**src/rtl/calc_pkg.sv**
```systemverilog
// Shared opcodes, FSM state encoding and slice-count helpers for the sequential calculator.
package calc_pkg;

  localparam logic [2:0] OP_ADD   = 3'd0;
  localparam logic [2:0] OP_SUB   = 3'd1;
  localparam logic [2:0] OP_AND   = 3'd2;
  localparam logic [2:0] OP_OR    = 3'd3;
  localparam logic [2:0] OP_XOR   = 3'd4;
  localparam logic [2:0] OP_CMP   = 3'd5;
  localparam logic [2:0] OP_PASSB = 3'd6;
  localparam logic [2:0] OP_NOTA  = 3'd7;

  typedef enum logic [2:0] {
    ST_IDLE  = 3'd0,
    ST_ENT_A = 3'd1,
    ST_OPW   = 3'd2,
    ST_ENT_B = 3'd3,
    ST_EXEC  = 3'd4,
    ST_DONE  = 3'd5
  } state_t;

  function automatic int nslice(input int width, input int slice_w);
    return width / slice_w;
  endfunction

  function automatic int idx_bits(input int n);
    return (n > 1) ? $clog2(n) : 1;
  endfunction

  // SUB and CMP both run as A + ~B + 1 through the adder.
  function automatic logic op_uses_ci(input logic [2:0] op);
    return (op == OP_SUB) || (op == OP_CMP);
  endfunction

endpackage

```
**src/rtl/calc_slice_alu.sv**
```systemverilog
// Combinational SLICE_W-bit ALU slice; the control unit feeds it one operand slice per tick.
module calc_slice_alu
  import calc_pkg::*;
#(
  parameter int SLICE_W = 8
) (
  input  logic [2:0]         op_i,
  input  logic [SLICE_W-1:0] a_i,
  input  logic [SLICE_W-1:0] b_i,
  input  logic               ci_i,
  output logic [SLICE_W-1:0] s_o,
  output logic               co_o,
  output logic               zero_o
);

  logic [SLICE_W:0] sum;

  always_comb begin
    sum  = '0;
    s_o  = '0;
    co_o = 1'b0;
    case (op_i)
      OP_ADD: begin
        sum  = {1'b0, a_i} + {1'b0, b_i} + (SLICE_W+1)'(ci_i);
        s_o  = sum[SLICE_W-1:0];
        co_o = sum[SLICE_W];
      end
      OP_SUB, OP_CMP: begin
        sum  = {1'b0, a_i} + {1'b0, ~b_i} + (SLICE_W+1)'(ci_i);
        s_o  = sum[SLICE_W-1:0];
        co_o = sum[SLICE_W];
      end
      OP_AND:   s_o = a_i & b_i;
      OP_OR:    s_o = a_i | b_i;
      OP_XOR:   s_o = a_i ^ b_i;
      OP_PASSB: s_o = b_i;
      OP_NOTA:  s_o = ~a_i;
      default:  s_o = '0;
    endcase
  end

  assign zero_o = (s_o == '0);

endmodule

```
**src/rtl/calc_seq_cu.sv**
```systemverilog
// Calculator control unit: decimal entry of two operands, slice-serial execution, chained operators.
// Define CALC_SAT_EN to clamp ADD overflow to all-ones and SUB underflow to zero instead of wrapping.
module calc_seq_cu
  import calc_pkg::*;
#(
  parameter int WIDTH   = 16,
  parameter int SLICE_W = 8
) (
  input  logic             clk,
  input  logic             reset,
  input  logic             tick,
  input  logic [3:0]       num,
  input  logic             num_pressed,
  input  logic [2:0]       opt,
  input  logic             opt_pressed,
  input  logic             submit,
  input  logic             control,
  output logic [WIDTH-1:0] disp_value,
  output logic             cmp_sign,
  output logic             zero,
  output logic             carry,
  output logic             busy,
  output logic             complete
);

  localparam int NSLICE = nslice(WIDTH, SLICE_W);
  localparam int IDX_W  = idx_bits(NSLICE);
  localparam int EW     = WIDTH + 4;
  localparam logic [IDX_W-1:0] LAST_IDX = IDX_W'(NSLICE - 1);

  state_t state_q, state_d;

  logic [WIDTH-1:0] a_q, a_d, b_q, b_d, res_q, res_d, acc_q, acc_d;
  logic [2:0]       op_q, op_d, nop_q, nop_d;
  logic [IDX_W-1:0] idx_q, idx_d;
  logic chain_q, chain_d, cy_q, cy_d, zacc_q, zacc_d;
  logic zero_q, zero_d, carry_q, carry_d, cmp_q, cmp_d, hold_q, hold_d;

  // Digit accumulation: one extra nibble of headroom catches overflow of entry*10+num.
  logic          dig_ok, a_fit, b_fit;
  logic [EW-1:0] a_ext, b_ext;

  assign dig_ok = (num <= 4'd9);
  assign a_ext  = EW'(a_q) * EW'(4'd10) + EW'(num);
  assign b_ext  = EW'(b_q) * EW'(4'd10) + EW'(num);
  assign a_fit  = dig_ok && (a_ext[EW-1:WIDTH] == '0);
  assign b_fit  = dig_ok && (b_ext[EW-1:WIDTH] == '0);

  logic [SLICE_W-1:0] sa, sb, ss;
  logic               sco, sz, last;
  logic [WIDTH-1:0]   slice_word, fres;
  logic               fz, fcarry;

  assign sa   = SLICE_W'(a_q >> (SLICE_W * int'(idx_q)));
  assign sb   = SLICE_W'(b_q >> (SLICE_W * int'(idx_q)));
  assign last = (idx_q == LAST_IDX);

  calc_slice_alu #(.SLICE_W(SLICE_W)) u_alu (
    .op_i   (op_q),
    .a_i    (sa),
    .b_i    (sb),
    .ci_i   (cy_q),
    .s_o    (ss),
    .co_o   (sco),
    .zero_o (sz)
  );

  // Slices shift in from the top so the first (LSB) slice lands at bit 0 after NSLICE ticks.
  assign slice_word = (acc_q >> SLICE_W) | (WIDTH'(ss) << (WIDTH - SLICE_W));

  always_comb begin
    fres   = slice_word;
    fz     = zacc_q & sz;
    fcarry = 1'b0;
    if (op_q == OP_ADD) begin
      fcarry = sco;
    end else if (op_uses_ci(op_q)) begin
      fcarry = ~sco;
    end
`ifdef CALC_SAT_EN
    if ((op_q == OP_ADD) && sco) begin
      fres = '1;
      fz   = 1'b0;
    end else if ((op_q == OP_SUB) && !sco) begin
      fres = '0;
      fz   = 1'b1;
    end
`endif
  end

  always_ff @(posedge clk) begin
    if (!reset) begin
      state_q <= ST_IDLE;
    end else begin
      state_q <= state_d;
    end
  end

  always_comb begin
    state_d = state_q;
    if (tick) begin
      case (state_q)
        ST_IDLE: begin
          if (num_pressed) begin
            if (dig_ok) state_d = ST_ENT_A;
          end else if (opt_pressed) begin
            state_d = ST_OPW;
          end
        end
        ST_ENT_A: if (!num_pressed && opt_pressed) state_d = ST_OPW;
        ST_OPW: begin
          if (num_pressed && dig_ok) state_d = ST_ENT_B;
        end
        ST_ENT_B: if (!num_pressed && (opt_pressed || submit)) state_d = ST_EXEC;
        ST_EXEC:  if (last) state_d = chain_q ? ST_OPW : ST_DONE;
        ST_DONE:  if (!submit) state_d = ST_IDLE;
        default:  state_d = ST_IDLE;
      endcase
    end
  end

  always_comb begin
    busy       = (state_q == ST_EXEC);
    complete   = (state_q == ST_DONE) || ((state_q == ST_IDLE) && hold_q);
    zero       = 1'b0;
    carry      = 1'b0;
    cmp_sign   = cmp_q;
    disp_value = a_q;
    case (state_q)
      ST_IDLE, ST_DONE: begin
        disp_value = res_q;
        zero       = zero_q;
        carry      = carry_q;
      end
      ST_ENT_B, ST_EXEC: disp_value = b_q;
      default:           disp_value = a_q;
    endcase
  end

  always_comb begin
    a_d     = a_q;
    b_d     = b_q;
    res_d   = res_q;
    acc_d   = acc_q;
    op_d    = op_q;
    nop_d   = nop_q;
    idx_d   = idx_q;
    chain_d = chain_q;
    cy_d    = cy_q;
    zacc_d  = zacc_q;
    zero_d  = zero_q;
    carry_d = carry_q;
    cmp_d   = cmp_q;
    hold_d  = hold_q;
    if (tick) begin
      // complete survives into IDLE only while control stays high; once dropped it stays clear.
      hold_d = (state_q == ST_DONE) || ((state_q == ST_IDLE) && hold_q && control);
      case (state_q)
        ST_IDLE: begin
          if (num_pressed) begin
            if (dig_ok) a_d = WIDTH'(num);
          end else if (opt_pressed) begin
            op_d = opt;
            a_d  = res_q;
          end
        end
        ST_ENT_A: begin
          if (num_pressed) begin
            if (a_fit) a_d = a_ext[WIDTH-1:0];
          end else if (opt_pressed) begin
            op_d = opt;
          end
        end
        ST_OPW: begin
          if (num_pressed) begin
            if (dig_ok) b_d = WIDTH'(num);
          end else if (opt_pressed) begin
            op_d = opt;
          end
        end
        ST_ENT_B: begin
          if (num_pressed) begin
            if (b_fit) b_d = b_ext[WIDTH-1:0];
          end else if (opt_pressed || submit) begin
            chain_d = opt_pressed;
            if (opt_pressed) nop_d = opt;
            idx_d  = '0;
            acc_d  = '0;
            zacc_d = 1'b1;
            cy_d   = op_uses_ci(op_q);
          end
        end
        ST_EXEC: begin
          acc_d  = slice_word;
          cy_d   = sco;
          zacc_d = zacc_q & sz;
          idx_d  = idx_q + IDX_W'(1);
          if (last) begin
            res_d   = (op_q == OP_CMP) ? res_q : fres;
            zero_d  = fz;
            carry_d = fcarry;
            cmp_d   = (op_q == OP_CMP) && !sco;
            if (chain_q) begin
              op_d = nop_q;
              a_d  = res_d;
            end
          end
        end
        default: ;
      endcase
    end
  end

  always_ff @(posedge clk) begin
    if (!reset) begin
      a_q     <= '0;
      b_q     <= '0;
      res_q   <= '0;
      acc_q   <= '0;
      op_q    <= OP_ADD;
      nop_q   <= OP_ADD;
      idx_q   <= '0;
      chain_q <= 1'b0;
      cy_q    <= 1'b0;
      zacc_q  <= 1'b0;
      zero_q  <= 1'b0;
      carry_q <= 1'b0;
      cmp_q   <= 1'b0;
      hold_q  <= 1'b0;
    end else begin
      a_q     <= a_d;
      b_q     <= b_d;
      res_q   <= res_d;
      acc_q   <= acc_d;
      op_q    <= op_d;
      nop_q   <= nop_d;
      idx_q   <= idx_d;
      chain_q <= chain_d;
      cy_q    <= cy_d;
      zacc_q  <= zacc_d;
      zero_q  <= zero_d;
      carry_q <= carry_d;
      cmp_q   <= cmp_d;
      hold_q  <= hold_d;
    end
  end

endmodule

```
**config.mk**
```make
export PLATFORM = sky130hd
export DESIGN_NAME = calc_seq_cu
export DESIGN_NICKNAME = d
export VERILOG_FILES = /design/src/rtl/calc_pkg.sv /design/src/rtl/calc_slice_alu.sv /design/src/rtl/calc_seq_cu.sv
export SDC_FILE = /design/constraint.sdc
export NUM_CORES = 1
export LEC_CHECK = 0
export CORE_ASPECT_RATIO = 1.25
export CORE_MARGIN = 2
export CORE_UTILIZATION = 63
export CTS_CLUSTER_DIAMETER = 200
export DETAILED_ROUTE_END_ITERATION = 6
export PLACE_DENSITY = 0.83
export SLEW_MARGIN = 0
export SYNTH_ARGS = -nofsm -noshare
export SYNTH_HDL_FRONTEND = slang
export SYNTH_SLANG_ARGS = --single-unit
export TNS_END_PERCENT = 5
```
**constraint.sdc**
```tcl
create_clock -name clk -period 5.2 [get_ports clk]
set_clock_uncertainty 0.1 [all_clocks]
set_input_delay 1.56 -clock clk [delete_from_list [all_inputs] [get_ports clk]]
set_output_delay 1.56 -clock clk [all_outputs]
set_load 0.05 [all_outputs]
```
==> metrics.csv <==
stage;metric;value;unit
outcome;run_status;finished clean;
flow_run;max_cap_viol_count;0;
yosys;synth-simple-area-share;21.53;%
power;fin_total_pwr;0.001820;W
power;powerDensity;212.1;mW/mm^2
worst_setup_path;critPathArrivalTime;4.96;ns
placed_design;hpwlAfterDp;18.05;mm
worst_setup_path;criticalPathCategory;in -> reg;
clock_tree;htree_num_levels;3;
detailed_routing;num_vias;8074;
clock_tree;maximum_clock_path_buffer_count;2;
yosys;synth_enable_flop_cells;0;
worst_setup_path;crit_path_max_incr_delay;0.57;ns
worst_setup_path;worst-endpoint-required;5.36;ns
worst_setup_path;element_type_at_the_critical_path_end;flop;
power;power_leakage;3.626;nW
yosys;unique_cell_type_count_in_the_yosys_netlist;88;
clock_tree;cts.clk_slew.worst_paths;0.05;ns
worst_setup_path;slowest_stage;sky130_fd_sc_hd__clkdlybuf4s50_1;
power;max-vdd-ir-drop;0.1283;mV
detailed_routing;avgViaCountPerCell;6.808;
timing;min_period_over_period;92.43;%
yosys;synth_most_common_cell;sky130_fd_sc_hd__nand2_1;
die;die_height;129.0;um
cells_and_area;final_layout_size_suffix_gt1_share;9.589;%
yosys;post_synth_inst_count;1005;
yosys;asyncSetResetFlopFracSynth;0;%
global_route;globalRouteOverflowTotal;0;
timing;setup_tns;0;ns
worst_setup_path;critPathMaxFanout;5;
clock_tree;cts_inserted_buffers;9;
yosys;synth_top_cell_area_share;18.57;%
yosys;post_synth.cell_area_avg;7.831;um^2
yosys;post_synthesis_instance_area;0.007870;mm^2
cells_and_area;fin_area;0.008577;mm^2
detailed_routing;drt-initial-drc-count;868;
clock_tree;setup_fix_bufs_post_cts;0;
yosys;commonest_cells_in_the_synthesized_netlist;124 x sky130_fd_sc_hd__nand2_1, 85 x sky130_fd_sc_hd__ha_1, 80 x sky130_fd_sc_hd__nor2_1;
yosys;post_synth_fa_ha_maj_area_fraction;15.55;%
timing;timing.final.max_slew_violations;0;
clock_tree;cts_hold_repair.buffers;0;
global_route;wire_length_of_the_first_global_routing_pass;38.21;mm
yosys;synth.area.mux_share;4.992;%
die;floorplan.core_area;0.01216;mm^2
worst_setup_path;critical_path_start_type;input pin;
cells_and_area;area.growth.synth_to_final;8.983;%
detailed_routing;routed_wire_length_per_instance;19.80;um
timing;finalHoldViolations;0;
timing;setup_violations;0;
clock_tree;clock_sink_count;73;
timing;post-route-min-period;4.806;ns
global_route;number_of_antenna_violations_at_the_first_check_in_global_routing;0;
clock_tree;clock_tree_from_tritoncts;yes;
global_route;maximum_number_of_pins_on_one_net_before_global_route_repair;53;
timing;maxSlewHeadroom;29.72;%
clock_tree;clkLatencyLatePin;0.34;ns
yosys;synth_sequential_area_ratio;18.57;%
cells_and_area;antenna_cells;0;
timing;timing.fmax;208.1;MHz
yosys;yosys.area_share.xor_xnor;4.674;%
yosys;postSynthRegisterBits;73;
clock_tree;cts_repair_resize_count;0;
global_route;globalRouteTotalUtil;35.05;%
die;rows;45;
timing;setup_repair_after_global_routing_missed_its_margin;false;
die;die-width;104.0;um
detailed_routing;wirelength;23.48;mm
die;die_area;0.01341;mm^2
yosys;synthTopCellsByArea;sky130_fd_sc_hd__dfxtp_1 19%, sky130_fd_sc_hd__ha_1 14%, sky130_fd_sc_hd__nand2_1 5.9%;
die;num_io_pins;35;
yosys;yosysWarningCount;0;
placed_design;io_buffers;34;
hold_path;worstHoldPathType;reg -> reg;
timing;worst_slew_pin_slew;1.050;ns
worst_setup_path;timing.critical_path.cells;clkdlybuf4s50_1 -> ha_1 -> inv_1 -> fa_1 -> nor2b_1 -> o21ai_0 -> nor2_1 -> nand3_1 -> nor4_2 -> nand4_1 -> a211o_1 -> or4_1 -> o211ai_1;
yosys;synth_largest_area_cell;sky130_fd_sc_hd__dfxtp_1;
cells_and_area;fin_nets;1125;
yosys;synth_top_family_by_area;compound AO/OA/AOI/OAI gates;
placed_design;detailed_place.area;0.008313;mm^2
placed_design;gp_congestion;0.9457;
detailed_routing;detailed_routing_iterations_pass_1;6;
detailed_routing;antenna_left;0;
clock_tree;clk_root_buffer_cell;sky130_fd_sc_hd__clkbuf_16;
yosys;synth_compound_gate_area_share;29.65;%
yosys;synth_nets;1112;
die;initial_core_util;64.71;%
yosys;ys.flop_type;sky130_fd_sc_hd__dfxtp_1;
global_route;first_global_vias;7736;
detailed_routing;drc;0;
## path summary, 6_finish.rpt
check | start | end | slack, ns | cells after the start
setup / recovery | num[1] | b_q[4]$_SDFFE_PN0P_ | 0.39 | 13
hold / removal | hold_q$_SDFFE_PN0P_ | hold_q$_SDFFE_PN0P_ | 0.36 | 2
setup reg to reg | a_q[2]$_SDFFE_PN0P_ | a_q[5]$_SDFFE_PN0P_ | 0.72 | 13
hold reg to reg | hold_q$_SDFFE_PN0P_ | hold_q$_SDFFE_PN0P_ | 0.36 | 2
## power by group
part / total, W / leakage, nW / internal (W) / switching, W
Clock: 0.000556 / 0.128 / 0.000331 / 0.000224
Sequential: 0.000627 / 0.590 / 0.000579 / 0.0000482
Combinational: 0.000637 / 2.91 / 0.000245 / 0.000392
Total: 0.00182 / 3.63 / 0.00115 / 0.000665
## stage by stage
step | hold WS [ns] | worst slack (ns) | std cells | util, %
after floorplan | 0.3317 | 0.8981 | 1005 | -
after global placement | 0.3431 | 0.1832 | 1171 | 68.35
after detailed placement | 0.3507 | 0.07699 | 1171 | 68.35
after CTS | 0.3591 | 0.4105 | 1186 | 70.52
after global routing | 0.3696 | 0.1227 | 1186 | 70.52
final | 0.3563 | 0.3936 | 1186 | 70.52
## worst max-delay path, delay by kind of cell
family | cells | cell delay (ns)
AO/OA/AOI/OAI | 3 | 0.63
buffers and inverters | 2 | 0.62
AND/OR/NAND/NOR | 6 | 1.56
adder cells (fa/ha/maj) | 2 | 0.61
## metal layers
metal	global-route usage, %	up-vias	routed length, um
met5	0	-	0
met4	18.36	0	1235
met3	5.471	112	1883
met2	62.46	437	11400
met1	40.76	3750	8962
li1	-	3775	-
## area by class of cell
class                           count  area, um^2
Inverter                           47       176.4
Clock buffer                       12       246.5
Sequential cell                    73        1461
Timing Repair Buffer               55       457.9
Tap cell                          164       205.2
Clock inverter                      3       17.52
Multi-Input combinational cell    832        6012
Fill cell                        1050        3585
## cells by family after synthesis
family	Yosys count
AND/OR/NAND/NOR	347
buffers and inverters	100
adder cells (fa/ha/maj)	93
multiplexers	37
AO/OA/AOI/OAI	313
XOR/XNOR	42
flip-flops	73
## state kept, by name, indices dropped and copies added (netlist names), 3 cells and up
name / flops
a_q: 16
b_q: 16
res_q: 16
acc_q: 8
nop_q: 3
op_q: 3
state_q: 3
## layout by cell type, fill, tap and decap left out, types with 15 or more instances in the layout
cell type and instances:
sky130_fd_sc_hd__a21oi_1 58, sky130_fd_sc_hd__xor2_1 20, sky130_fd_sc_hd__xnor2_1 22, sky130_fd_sc_hd__buf_4 37
sky130_fd_sc_hd__clkdlybuf4s50_1 18, sky130_fd_sc_hd__nor3_1 30, sky130_fd_sc_hd__nor2_1 80, sky130_fd_sc_hd__a22oi_1 29
sky130_fd_sc_hd__dfxtp_1 73, sky130_fd_sc_hd__inv_1 44, sky130_fd_sc_hd__nand2_1 124, sky130_fd_sc_hd__a211oi_1 23
sky130_fd_sc_hd__o21ai_0 38, sky130_fd_sc_hd__nor2b_1 15, sky130_fd_sc_hd__nand3_1 19, sky130_fd_sc_hd__ha_1 85
sky130_fd_sc_hd__mux2i_1 28
No activity file was read; power rests on OpenSTA's default activity.
